==> src/rtl/serial_comp_pkg.sv <==
// Shared types and constants for the serial comparator controller.
// State encoding, default operand width and index-width helper.
package serial_comp_pkg;

  localparam int WIDTH_DEF = 8;

  typedef enum logic [1:0] {
    S_IDLE  = 2'd0,
    S_SHIFT = 2'd1,
    S_DONE  = 2'd2
  } state_t;

  function automatic int idx_w(input int w);
    return (w > 2) ? $clog2(w) : 1;
  endfunction

endpackage

==> src/rtl/serial_comp_ctrl_comparator_1bit.sv <==
// Single-bit magnitude comparator used by the serial compare loop.
// o1: A>B, o2: A==B, o3: A<B.
module comparator_1bit (
  input  logic A,
  input  logic B,
  output logic o1,
  output logic o2,
  output logic o3
);

  assign o1 = A & ~B;
  assign o2 = ~(A ^ B);
  assign o3 = ~A & B;

endmodule

==> src/rtl/serial_comp_ctrl.sv <==
// Bit-serial MSB-first unsigned comparator with IDLE/SHIFT/DONE control.
// Define SERIAL_COMP_EARLY_EXIT_EN to finish on the first differing bit.
module serial_comp_ctrl #(
  parameter int WIDTH = serial_comp_pkg::WIDTH_DEF
) (
  input  logic             clk,
  input  logic             rst_n,
  input  logic             start,
  input  logic [WIDTH-1:0] a,
  input  logic [WIDTH-1:0] b,
  output logic             busy,
  output logic             done,
  output logic             gt,
  output logic             eq,
  output logic             lt
);

  import serial_comp_pkg::*;

  localparam int IW = idx_w(WIDTH);
  localparam logic [IW-1:0] LP_TOP = IW'(WIDTH - 1);
  localparam logic [IW-1:0] LP_ONE = IW'(1);

  state_t r_state;
  state_t w_next;

  logic [WIDTH-1:0] r_a;
  logic [WIDTH-1:0] r_b;
  logic [IW-1:0]    r_idx;
  logic             r_found;
  logic             r_fgt;
  logic             r_gt;
  logic             r_eq;
  logic             r_lt;

  logic w_bgt;
  logic w_beq;
  logic w_blt;
  logic w_last;
  logic w_diff_new;
  logic w_fnd;
  logic w_fgt;
  logic w_to_done;

  comparator_1bit u_cmp (
    .A  (r_a[WIDTH-1]),
    .B  (r_b[WIDTH-1]),
    .o1 (w_bgt),
    .o2 (w_beq),
    .o3 (w_blt)
  );

  assign w_last     = (r_idx == '0);
  assign w_diff_new = ~r_found & ~w_beq;
  assign w_fnd      = r_found | ~w_beq;
  assign w_fgt      = r_found ? r_fgt : (w_bgt & ~w_blt);
  assign w_to_done  = (r_state == S_SHIFT) && (w_next == S_DONE);

  // State register
  always_ff @(posedge clk) begin
    if (!rst_n) begin
      r_state <= S_IDLE;
    end else begin
      r_state <= w_next;
    end
  end

  // Next-state decode; start is only honoured in IDLE
  always_comb begin
    w_next = r_state;
    unique case (r_state)
      S_IDLE: begin
        if (start) w_next = S_SHIFT;
      end
      S_SHIFT: begin
`ifdef SERIAL_COMP_EARLY_EXIT_EN
        if (w_last || w_diff_new) w_next = S_DONE;
`else
        if (w_last) w_next = S_DONE;
`endif
      end
      S_DONE: begin
        w_next = S_IDLE;
      end
      default: begin
        w_next = S_IDLE;
      end
    endcase
  end

  // Operand shifting, bit index and first-difference record
  always_ff @(posedge clk) begin
    if (!rst_n) begin
      r_a     <= '0;
      r_b     <= '0;
      r_idx   <= '0;
      r_found <= 1'b0;
      r_fgt   <= 1'b0;
    end else begin
      unique case (r_state)
        S_IDLE: begin
          if (start) begin
            r_a     <= a;
            r_b     <= b;
            r_idx   <= LP_TOP;
            r_found <= 1'b0;
            r_fgt   <= 1'b0;
          end
        end
        S_SHIFT: begin
          r_a <= {r_a[WIDTH-2:0], 1'b0};
          r_b <= {r_b[WIDTH-2:0], 1'b0};
          if (!w_last) r_idx <= r_idx - LP_ONE;
          if (w_diff_new) begin
            r_found <= 1'b1;
            r_fgt   <= w_bgt;
          end
        end
        default: begin
        end
      endcase
    end
  end

  // Result flags load on entry to DONE and hold until the next result
  always_ff @(posedge clk) begin
    if (!rst_n) begin
      r_gt <= 1'b0;
      r_eq <= 1'b0;
      r_lt <= 1'b0;
    end else if (w_to_done) begin
      r_gt <= w_fnd & w_fgt;
      r_eq <= ~w_fnd;
      r_lt <= w_fnd & ~w_fgt;
    end
  end

  assign busy = (r_state != S_IDLE);
  assign done = (r_state == S_DONE);
  assign gt   = r_gt;
  assign eq   = r_eq;
  assign lt   = r_lt;

endmodule

==> config.mk <==
export PLATFORM = sky130hd
export DESIGN_NAME = serial_comp_ctrl
export DESIGN_NICKNAME = d
export VERILOG_FILES = /design/src/rtl/serial_comp_pkg.sv /design/src/rtl/serial_comp_ctrl_comparator_1bit.sv /design/src/rtl/serial_comp_ctrl.sv
export SDC_FILE = /design/constraint.sdc
export NUM_CORES = 1
export LEC_CHECK = 0
export CAP_MARGIN = 25
export CELL_PAD_IN_SITES_DETAIL_PLACEMENT = 1
export CELL_PAD_IN_SITES_GLOBAL_PLACEMENT = 1
export CORE_MARGIN = 2
export CORE_UTILIZATION = 50
export CTS_BUF_LIST = sky130_fd_sc_hd__clkbuf_4 sky130_fd_sc_hd__clkbuf_8
export DETAILED_ROUTE_END_ITERATION = 16
export DONT_BUFFER_PORTS = 1
export PLACE_DENSITY = 0.93
export SLEW_MARGIN = 20
export SYNTH_ARGS = -nofsm -noshare
export SYNTH_HDL_FRONTEND = slang
export SYNTH_SLANG_ARGS = --single-unit
==> constraint.sdc <==
create_clock -name clk -period 2 [get_ports clk]
set_input_delay 0.2 -clock clk [delete_from_list [all_inputs] [get_ports clk]]
set_output_delay 0.2 -clock clk [all_outputs]
set_load 0.005 [all_outputs]
[Yosys cells after proc, flatten, opt, wreduce, memory -nomap -nowiden]
Index checks and enable logic that the tools add are counted.
Storage, ports and cells
  flip-flop bits (word level): 26
  bits in latches: 0
  RAM bits: 0
  bits in read-only memories: 0
  bits of input ports: 19
  output and inout bits: 5
  word-level logic and storage cells: 54
  memories kept: 0
Operators by class
  add/sub/neg operators: 1
  multipliers: 0
  div/mod/pow operators: 0
  magnitude comparators: 0
  equal/unequal tests: 6
  shift-type cells: 0
  muxes and demuxes: 16
  bitwise operators: 14
  reductions and logical operators: 8
Operators by type and width (count)
  $pmux 8 s2: 2
  $mux 8: 2
  $and 1x1->1: 6
  $mux 3: 2
  $ne 2x2->1 const B: 3
  $not 1->1: 6
  $pmux 3 s2: 1
  $reduce_and 3->1: 2
  $eq 2x2->1 const B: 2
  $mux 1: 4
  $mux 2: 2
  $pmux 1 s2: 2
  $pmux 2 s2: 1
  $reduce_bool 2->1: 2
  $logic_not 3->1: 1
  $sub 3x1->3 const B: 1
  $eq 2x1->1 const B: 1
  $logic_not 2->1: 1
  $reduce_and 2->1: 1
  $logic_and 1x1->1: 1
  $or 1x1->1: 1
  $xor 1x1->1: 1

[Depth between registers and ports, before layout]
Gate-level depths: netlist (run 1).
  depth after elaboration: 7
  gate-level depth with buffers: 7
  gate-level depth less buffers: 6

[Hierarchy]
Synthesis (run 1) repeated with hierarchy kept, for this count alone.
Unflattened totals
  cells, all modules: 122
  area, all modules: 1191.1 µm²
Modules (own cells, without submodules)
  serial_comp_ctrl: times used 1, cells each 118, area each 1158.6 µm², seq. area each 520.5 µm²
  comparator_1bit: times used 1, cells each 4, area each 32.5 µm², seq. area each 0.0 µm²

[Worst setup path before layout (run 1)]
OpenSTA, ideal clock, no wires.
  path type: register to register
  start point: register r_idx[0]
  end point: register r_gt (netlist: gt)
  setup time: 0.119 ns
  arrival: 1.248 ns
  data required time: 1.881 ns
  setup slack: 0.633 ns
  cell stages (with the launch flop): 8
  path buffers: 1
  clock period less this slack: 1.367 ns
  cell sequence: dfxtp_1 inv_1 ha_1 ha_1 and3b_1 buf_6 o21ai_0 a21oi_1
On the way
  cells in the longest elaborated chain, start to end: 5
Ends and longest elaborated chain
  start, declared: RTL line serial_comp_ctrl.sv:29  | logic [IW-1:0] r_idx;
  start signal, assigned: RTL line serial_comp_ctrl.sv:113  | if (!w_last) r_idx <= r_idx - LP_ONE;
  $logic_not 3->1: RTL line serial_comp_ctrl.sv:53  | assign w_last = (r_idx == '0);
  $mux 2: RTL line serial_comp_ctrl.sv:79  | if (w_last) w_next = S_DONE;
  $pmux 2 s2: RTL line serial_comp_ctrl.sv:71  | unique case (r_state)
  $eq 2x2->1: RTL line serial_comp_ctrl.sv:57  | assign w_to_done = (r_state == S_SHIFT) && (w_next == S_DONE);
  $logic_and 1x1->1: RTL line serial_comp_ctrl.sv:57
  end signal, assigned: RTL line serial_comp_ctrl.sv:132  | r_gt <= w_fnd & w_fgt;
  end, declared: RTL line serial_comp_ctrl.sv:32  | logic r_gt;
Every way passes these cells.
A chain may end at the register's enable or synchronous reset.

[Worst setup path in the final report (run 1)]
  start point: register r_state[1]
  end point: output done
On the way
  cells in the longest elaborated chain, start to end: 1
Ends and longest elaborated chain
  start, declared: RTL line serial_comp_ctrl.sv:24  | state_t r_state;
  start signal, assigned: RTL line serial_comp_ctrl.sv:64  | r_state <= w_next;
  $eq 2x2->1: RTL line serial_comp_ctrl.sv:139  | assign done = (r_state == S_DONE);
  end, declared: RTL line serial_comp_ctrl.sv:12  | output logic done,
Every way passes these cells.

==> results of run 1 <==
cell type report:
type                       instances  area share [%]
clock buffer                       3            1.79
inverter                           9            2.69
multi-input combinational         91            49.1
sequential                        26            41.5
tap                               28            2.79
timing repair buffer               3            2.19
cell usage after synthesis:
master / instances / area [µm²]
nand3_1: 1 / 5.00
o41ai_1: 1 / 8.76
a211oi_1: 4 / 30.0
o21ba_2: 1 / 10.0
nor4b_1: 1 / 8.76
inv_2: 1 / 3.75
clkbuf_1: 2 / 7.51
dfxtp_1: 26 / 521
nand2_1: 1 / 3.75
a21oi_1: 14 / 70.1
nor3b_1: 1 / 7.51
a22oi_1: 2 / 15.0
mux2i_1: 1 / 10.0
buf_6: 1 / 11.3
o21bai_1: 1 / 7.51
nand3b_1: 1 / 7.51
nand2b_1: 1 / 6.26
o2bb2ai_1: 10 / 87.6
ha_1: 5 / 62.6
nand2b_4: 1 / 13.8
and3_1: 1 / 6.26
buf_4: 1 / 7.51
a21oi_2: 1 / 8.76
nor3_1: 3 / 15.0
o21a_1: 1 / 7.51
o21ai_0: 14 / 70.1
nor3b_4: 2 / 37.5
inv_1: 8 / 30.0
nor2_1: 14 / 52.6
a221oi_1: 2 / 17.5
buf_2: 4 / 20.0
and2_1: 1 / 6.26
and3b_1: 1 / 8.76
nor2b_1: 1 / 6.26
o22ai_1: 4 / 25.0
cells in the final DEF (no fill, tap or decap), types with 2 or more instances in the layout:
| master | synthesis | final |
|---|---|---|
| nor3b_4 | 2 | 2 |
| clkbuf_4 | 0 | 3 |
| o21ai_0 | 14 | 14 |
| a22oi_1 | 2 | 2 |
| nor2_1 | 14 | 14 |
| o22ai_1 | 4 | 4 |
| a211oi_1 | 4 | 4 |
| dfxtp_1 | 26 | 26 |
| inv_1 | 8 | 8 |
| ha_1 | 5 | 5 |
| o2bb2ai_1 | 10 | 10 |
| a21oi_1 | 14 | 14 |
| a221oi_1 | 2 | 2 |
| dlygate4sd3_1 | 0 | 2 |
| nor3_1 | 3 | 3 |
power by group through the flow:
stage,logic (mW),registers (mW),clock network (mW)
6_report,0.227,0.622,0.229
5_1_grt,0.259,0.630,0.258
4_1_cts,0.228,0.622,0.235
3_5_place_dp,0.222,0.633,0
3_3_place_gp,0.207,0.628,0
2_1_floorplan,0.197,0.616,0
registers in the layout, summed over array words and instances (netlist names):
name and count:
eq 1, gt 1, lt 1, r_a 8, r_b 8, r_fgt 1, r_found 1, r_idx 3
r_state 2
routing by layer:
layer / vias to the layer above / wire length, µm / track usage, %
met5: - / 0 / 0
met4: 0 / 34 / 7.69
met3: 5 / 126 / 7.06
met2: 18 / 1380 / 41.8
met1: 465 / 1220 / 24.0
li1: 484 / - / -
cell families (layout without fill, tap and decap cells):
family / Yosys count / in the layout / synth area share (%)
adders and majority gates: 5 / 5 / 5.14
and+or+nand+nor: 30 / 30 / 15.2
AOI/OAI and AO/OA: 55 / 55 / 29.4
muxes: 1 / 1 / 0.823
buffers and inverters: 17 / 15 / 6.58
DFF: 26 / 26 / 42.8
stage by stage:
| stage | worst slack (ps) | power (mW) | hold slack, ps | std cells | area [µm²] |
|---|---|---|---|---|---|
| 3_3_place_gp | 552 | 0.834 | 325 | 155 | 1210 |
| 3_5_place_dp | 483 | 0.855 | 334 | 155 | 1210 |
| 5_1_grt | 217 | 1.15 | 8.64 | 160 | 1250 |
| 4_1_cts | 316 | 1.08 | 3.13 | 159 | 1240 |
| 2_1_floorplan | 633 | 0.813 | 338 | 134 | 1220 |
| 6_report | 323 | 1.08 | 15.1 | 160 | 1250 |
worst max-delay path, cell delays in order, from the launching register on:
cell and delay (ps):
dfxtp_1 570, inv_1 350, nor2_1 220
final timing paths:
check             startpoint  endpoint  slack [ps]  depth (start not counted)
setup / recovery  r_state[1]      done         320                          2
hold / removal          a[0]    r_a[0]          20                          2
setup reg to reg      r_b[7]     r_fgt         430                          5
hold reg to reg     r_idx[0]  r_idx[0]         490                          1
==> impl_metrics.json, run 1 <==
{
  "gr-total-overflow": 0,
  "clkSinkCount": 26,
  "drc_errors": 0,
  "layout.nets": 158,
  "place_hpwl_um": 1920,
  "grt_usage_pct": 22.7,
  "powerDensity_nw_per_um2": 859,
  "die_area_um2": 2840,
  "final_max_slew_viol_count": 0,
  "p_int_uw": 749,
  "start_util_pct": 53.9,
  "cp-start-kind": "flip-flop",
  "wl_um": 2750,
  "ir_drop_v": 0.000507,
  "p_seq_share_pct": 57.7,
  "period_minus_slack_ps": 1680,
  "grt_pass1_vias": 979,
  "portBuffers": 0,
  "timing.fmax_mhz": 596,
  "utilization_pct": 55.7,
  "status": "complete, no violations",
  "seqCellArea_um2": 520,
  "end_kind": "output port",
  "multiInputGateArea_um2": 616,
  "dr.pass1.iters": 5,
  "grt_max_degree": 18,
  "p_comb_share_pct": 21.1,
  "num_io_pins": 24,
  "avgViaCountPerCell": 6.08,
  "antenna_left": 0,
  "area_delta_synth_final_pct": 3.19,
  "cts.clk_slew.worst_paths_ps": 140,
  "cp.required_ps": 1800,
  "postSynthAreaPerCell_um2": 9.08,
  "insertion_delay_ps": 330,
  "seq_area_frac_synth_pct": 42.8,
  "synthDistinctLibCells": 35,
  "ctsHoldBuffers": 1,
  "p_switching_uw": 329,
  "drv_cap": 0,
  "grt_pass1_wl_um": 4540,
  "worst_pin_slew_ps": 575,
  "crit_type": "reg2out",
  "cts-resized-gates": 0,
  "cts_tree": "built",
  "diodes": 0,
  "htree_num_levels": 1,
  "drtIter0Drc": 13,
  "leakagePower_nw": 0.459,
  "setup_violations": 0,
  "post_drt_wl_per_cell_um": 17.2,
  "cp_data_arrival_time_ps": 1480,
  "die_w_um": 53.3,
  "max_slew_margin_pct": 61.1,
  "place_congestion": 0.724,
  "fp.coreArea_um2": 2250,
  "synth_area_um2": 1220,
  "finalHoldViolCount": 0,
  "vias": 972,
  "die_h_um": 53.3,
  "postCtsSetupBuffers": 0,
  "skew_ps": 6.88,
  "rsz0062_at_grt": "no",
  "fin_crit_sh_pct": 83.9,
  "syn_nets": 158,
  "cts_buffers": 3,
  "fillers": 287,
  "synthCells": 134,
  "grt_antenna_before_repair": 0,
  "num_rows": 17,
  "ctsLongestPathBuffers": 2,
  "setup_tns_ps": 0,
  "cts_root_buffer": "clkbuf_4",
  "critPathMaxFanout": 17,
  "synth_seq_cells": 26,
  "p_sw_share_pct": 30.5,
  "ys_warn_count": 0,
  "layout-drive-gt1-share_pct": 7.58,
  "hold_path.class": "in2reg",
  "pwr-share-clk_pct": 21.2
}
Power figures use the tool's default switching activity.
==> inputs of run 2 (changes only) <==
--- a/config.mk
+++ b/config.mk
@@ -9,11 +9,11 @@
 export CELL_PAD_IN_SITES_DETAIL_PLACEMENT = 1
 export CELL_PAD_IN_SITES_GLOBAL_PLACEMENT = 1
 export CORE_MARGIN = 2
-export CORE_UTILIZATION = 50
+export CORE_UTILIZATION = 48
 export CTS_BUF_LIST = sky130_fd_sc_hd__clkbuf_4 sky130_fd_sc_hd__clkbuf_8
 export DETAILED_ROUTE_END_ITERATION = 16
 export DONT_BUFFER_PORTS = 1
-export PLACE_DENSITY = 0.93
+export PLACE_DENSITY = 0.91
 export SLEW_MARGIN = 20
 export SYNTH_ARGS = -nofsm -noshare
 export SYNTH_HDL_FRONTEND = slang
==> constraint.sdc (replaced) <==
create_clock -name clk -period 1.7 [get_ports clk]
set_input_delay 0.17 -clock clk [delete_from_list [all_inputs] [get_ports clk]]
set_output_delay 0.17 -clock clk [all_outputs]
set_load 0.005 [all_outputs]
==> run 2 against run 1 <==
Largest cell class unchanged. Clock skew increased by 0.86 ps. Hold slack lost 9.8 ps. Core utilization is 2.5 points lower. Final area up 3.1%. Cell count increased by 3.1%.
==> impl_metrics.json, run 2 (same netlist as run 1, synthesis figures left out) <==
{
  "place_congestion": 0.741,
  "finalWorstSetupSlack_ps": 106,
  "die_w_um": 54.3,
  "grt_max_degree": 18,
  "setup_violations": 0,
  "dr.pass1.iters": 4,
  "reg2reg_from": "r_idx[0]",
  "min_from": "a[0]",
  "num_rows": 18,
  "vias": 988,
  "antenna_left": 0,
  "period_minus_slack_ps": 1590,
  "fin_crit_sh_pct": 93.8,
  "grt_antenna_before_repair": 0,
  "p_comb_share_pct": 21.9,
  "leakagePower_nw": 0.472,
  "layout_commonest_cell": "dfxtp_1",
  "total_power_mw": 1.26,
  "post_drt_wl_per_cell_um": 18.0,
  "p_int_uw": 886,
  "cts_root_buffer": "clkbuf_4",
  "portBuffers": 0,
  "final_max_slew_viol_count": 0,
  "fillers": 286,
  "grt_pass1_vias": 966,
  "p_switching_uw": 376,
  "cts.clk_slew.worst_paths_ps": 130,
  "fp.coreArea_um2": 2430,
  "max_slew_margin_pct": 66.7,
  "reg_top3": "r_a (8), r_b (8), r_idx (3)",
  "grt_pass1_wl_um": 4630,
  "cp-start-kind": "flip-flop",
  "place_hpwl_um": 2030,
  "drc_errors": 0,
  "diodes": 0,
  "pwr-share-clk_pct": 19.7,
  "skew_ps": 7.74,
  "p_seq_share_pct": 58.4,
  "cts_buffers": 3,
  "cp_data_arrival_time_ps": 1420,
  "finalHoldWorstSlack_ps": 5.35,
  "timing.fmax_mhz": 627,
  "wl_met1_um": 1310,
  "cp.required_ps": 1530,
  "hold_path.class": "in2reg",
  "critPathMaxFanout": 8,
  "r2r_slack_ps": 160,
  "die_h_um": 54.3,
  "cts_tree": "built",
  "clkSinkCount": 26,
  "route.met3.wl_um": 138,
  "area_delta_synth_final_pct": 6.38,
  "ctsLongestPathBuffers": 2,
  "htree_num_levels": 1,
  "p_sw_share_pct": 29.8,
  "die_area_um2": 2950,
  "crit_type": "reg2out",
  "avgViaCountPerCell": 5.99,
  "num_io_pins": 24,
  "layout-drive-gt1-share_pct": 11.1,
  "drv_cap": 0,
  "gr-total-overflow": 0,
  "multiInputGateArea_um2": 622,
  "insertion_delay_ps": 310,
  "powerDensity_nw_per_um2": 975,
  "finalHoldViolCount": 0,
  "layout.nets": 161,
  "ir_drop_v": 0.000486,
  "dp_slack_ps": 141,
  "status": "complete, no violations",
  "wl_met2_um": 1520,
  "layout_common_cells": "dfxtp_1 (25), nor2_1 (14), o21ai_0 (14), a21oi_1 (14), o2bb2ai_1 (10)",
  "dr.max_layer_used": "met4",
  "wl_um": 2980,
  "end_kind": "output port",
  "drtIter0Drc": 6,
  "cp-startpoint": "r_state[1]",
  "worst_pin_slew_ps": 499,
  "seqCellArea_um2": 522,
  "start_util_pct": 50.0,
  "grt_usage_pct": 21.8
}
-- run 2: changes by cell type in the layout (fill, tap and decap cells not counted), sizes merged --
| cell | delta |
|---|---|
| inv | -1 |
| buf | +2 |
| clkinvlp | +1 |
| dlygate4sd3 | +1 |
-- run 2: cell type report --
cell class	instances	share of cell area, %
multi-input combinational	91	48.1
sequential	26	40.3
timing repair buffer	6	4.06
inverter	9	2.90
tap	30	2.90
clock buffer	3	1.74
-- run 2: final timing paths --
| check | to | cells past startpoint |
|---|---|---|
| setup / recovery | done | 2 |
| hold / removal | r_a[0] | 2 |
| setup reg to reg | r_idx[1] | 6 |
| hold reg to reg | r_idx[0] | 1 |
-- run 2: power groups by stage --
stage | sequential, mW | combinational (mW) | clock [mW]
detailed placement | 0.747 | 0.260 | 0
CTS | 0.733 | 0.271 | 0.260
global placement | 0.741 | 0.242 | 0
finish | 0.736 | 0.277 | 0.249
global route | 0.746 | 0.316 | 0.287
floorplan | 0.724 | 0.232 | 0
-- run 2: per-layer routing --
metal  global-route usage (%)  vias to the layer above
met1                     28.1                      473
li1                         -                      489
met2                     38.2                       24
met5                        0                        -
met3                     2.73                        2
met4                     5.42                        0
-- run 2: metrics by stage --
step	util (%)	setup TNS, ps	cell area (µm²)	instances
floorplan	-	0	1220	134
CTS	51.7	0	1260	162
finish	53.2	0	1290	165
global route	53.2	-34.8	1290	165
detailed placement	49.9	0	1210	157
global placement	49.9	0	1210	157
-- run 2: critical path, stage by stage (launching register included) --
cell and delay, ps:
dfxtp_1 630, clkinvlp_4 310, nor2_1 180
-- run 2: timing repair --
item                                   in CTS  in global routing
endpoints found under the hold margin      12                  1
hold buffers                                2                  1
buffers inserted                            0                  2
setup endpoints to repair                   0                  3
resized for setup                           0                  3
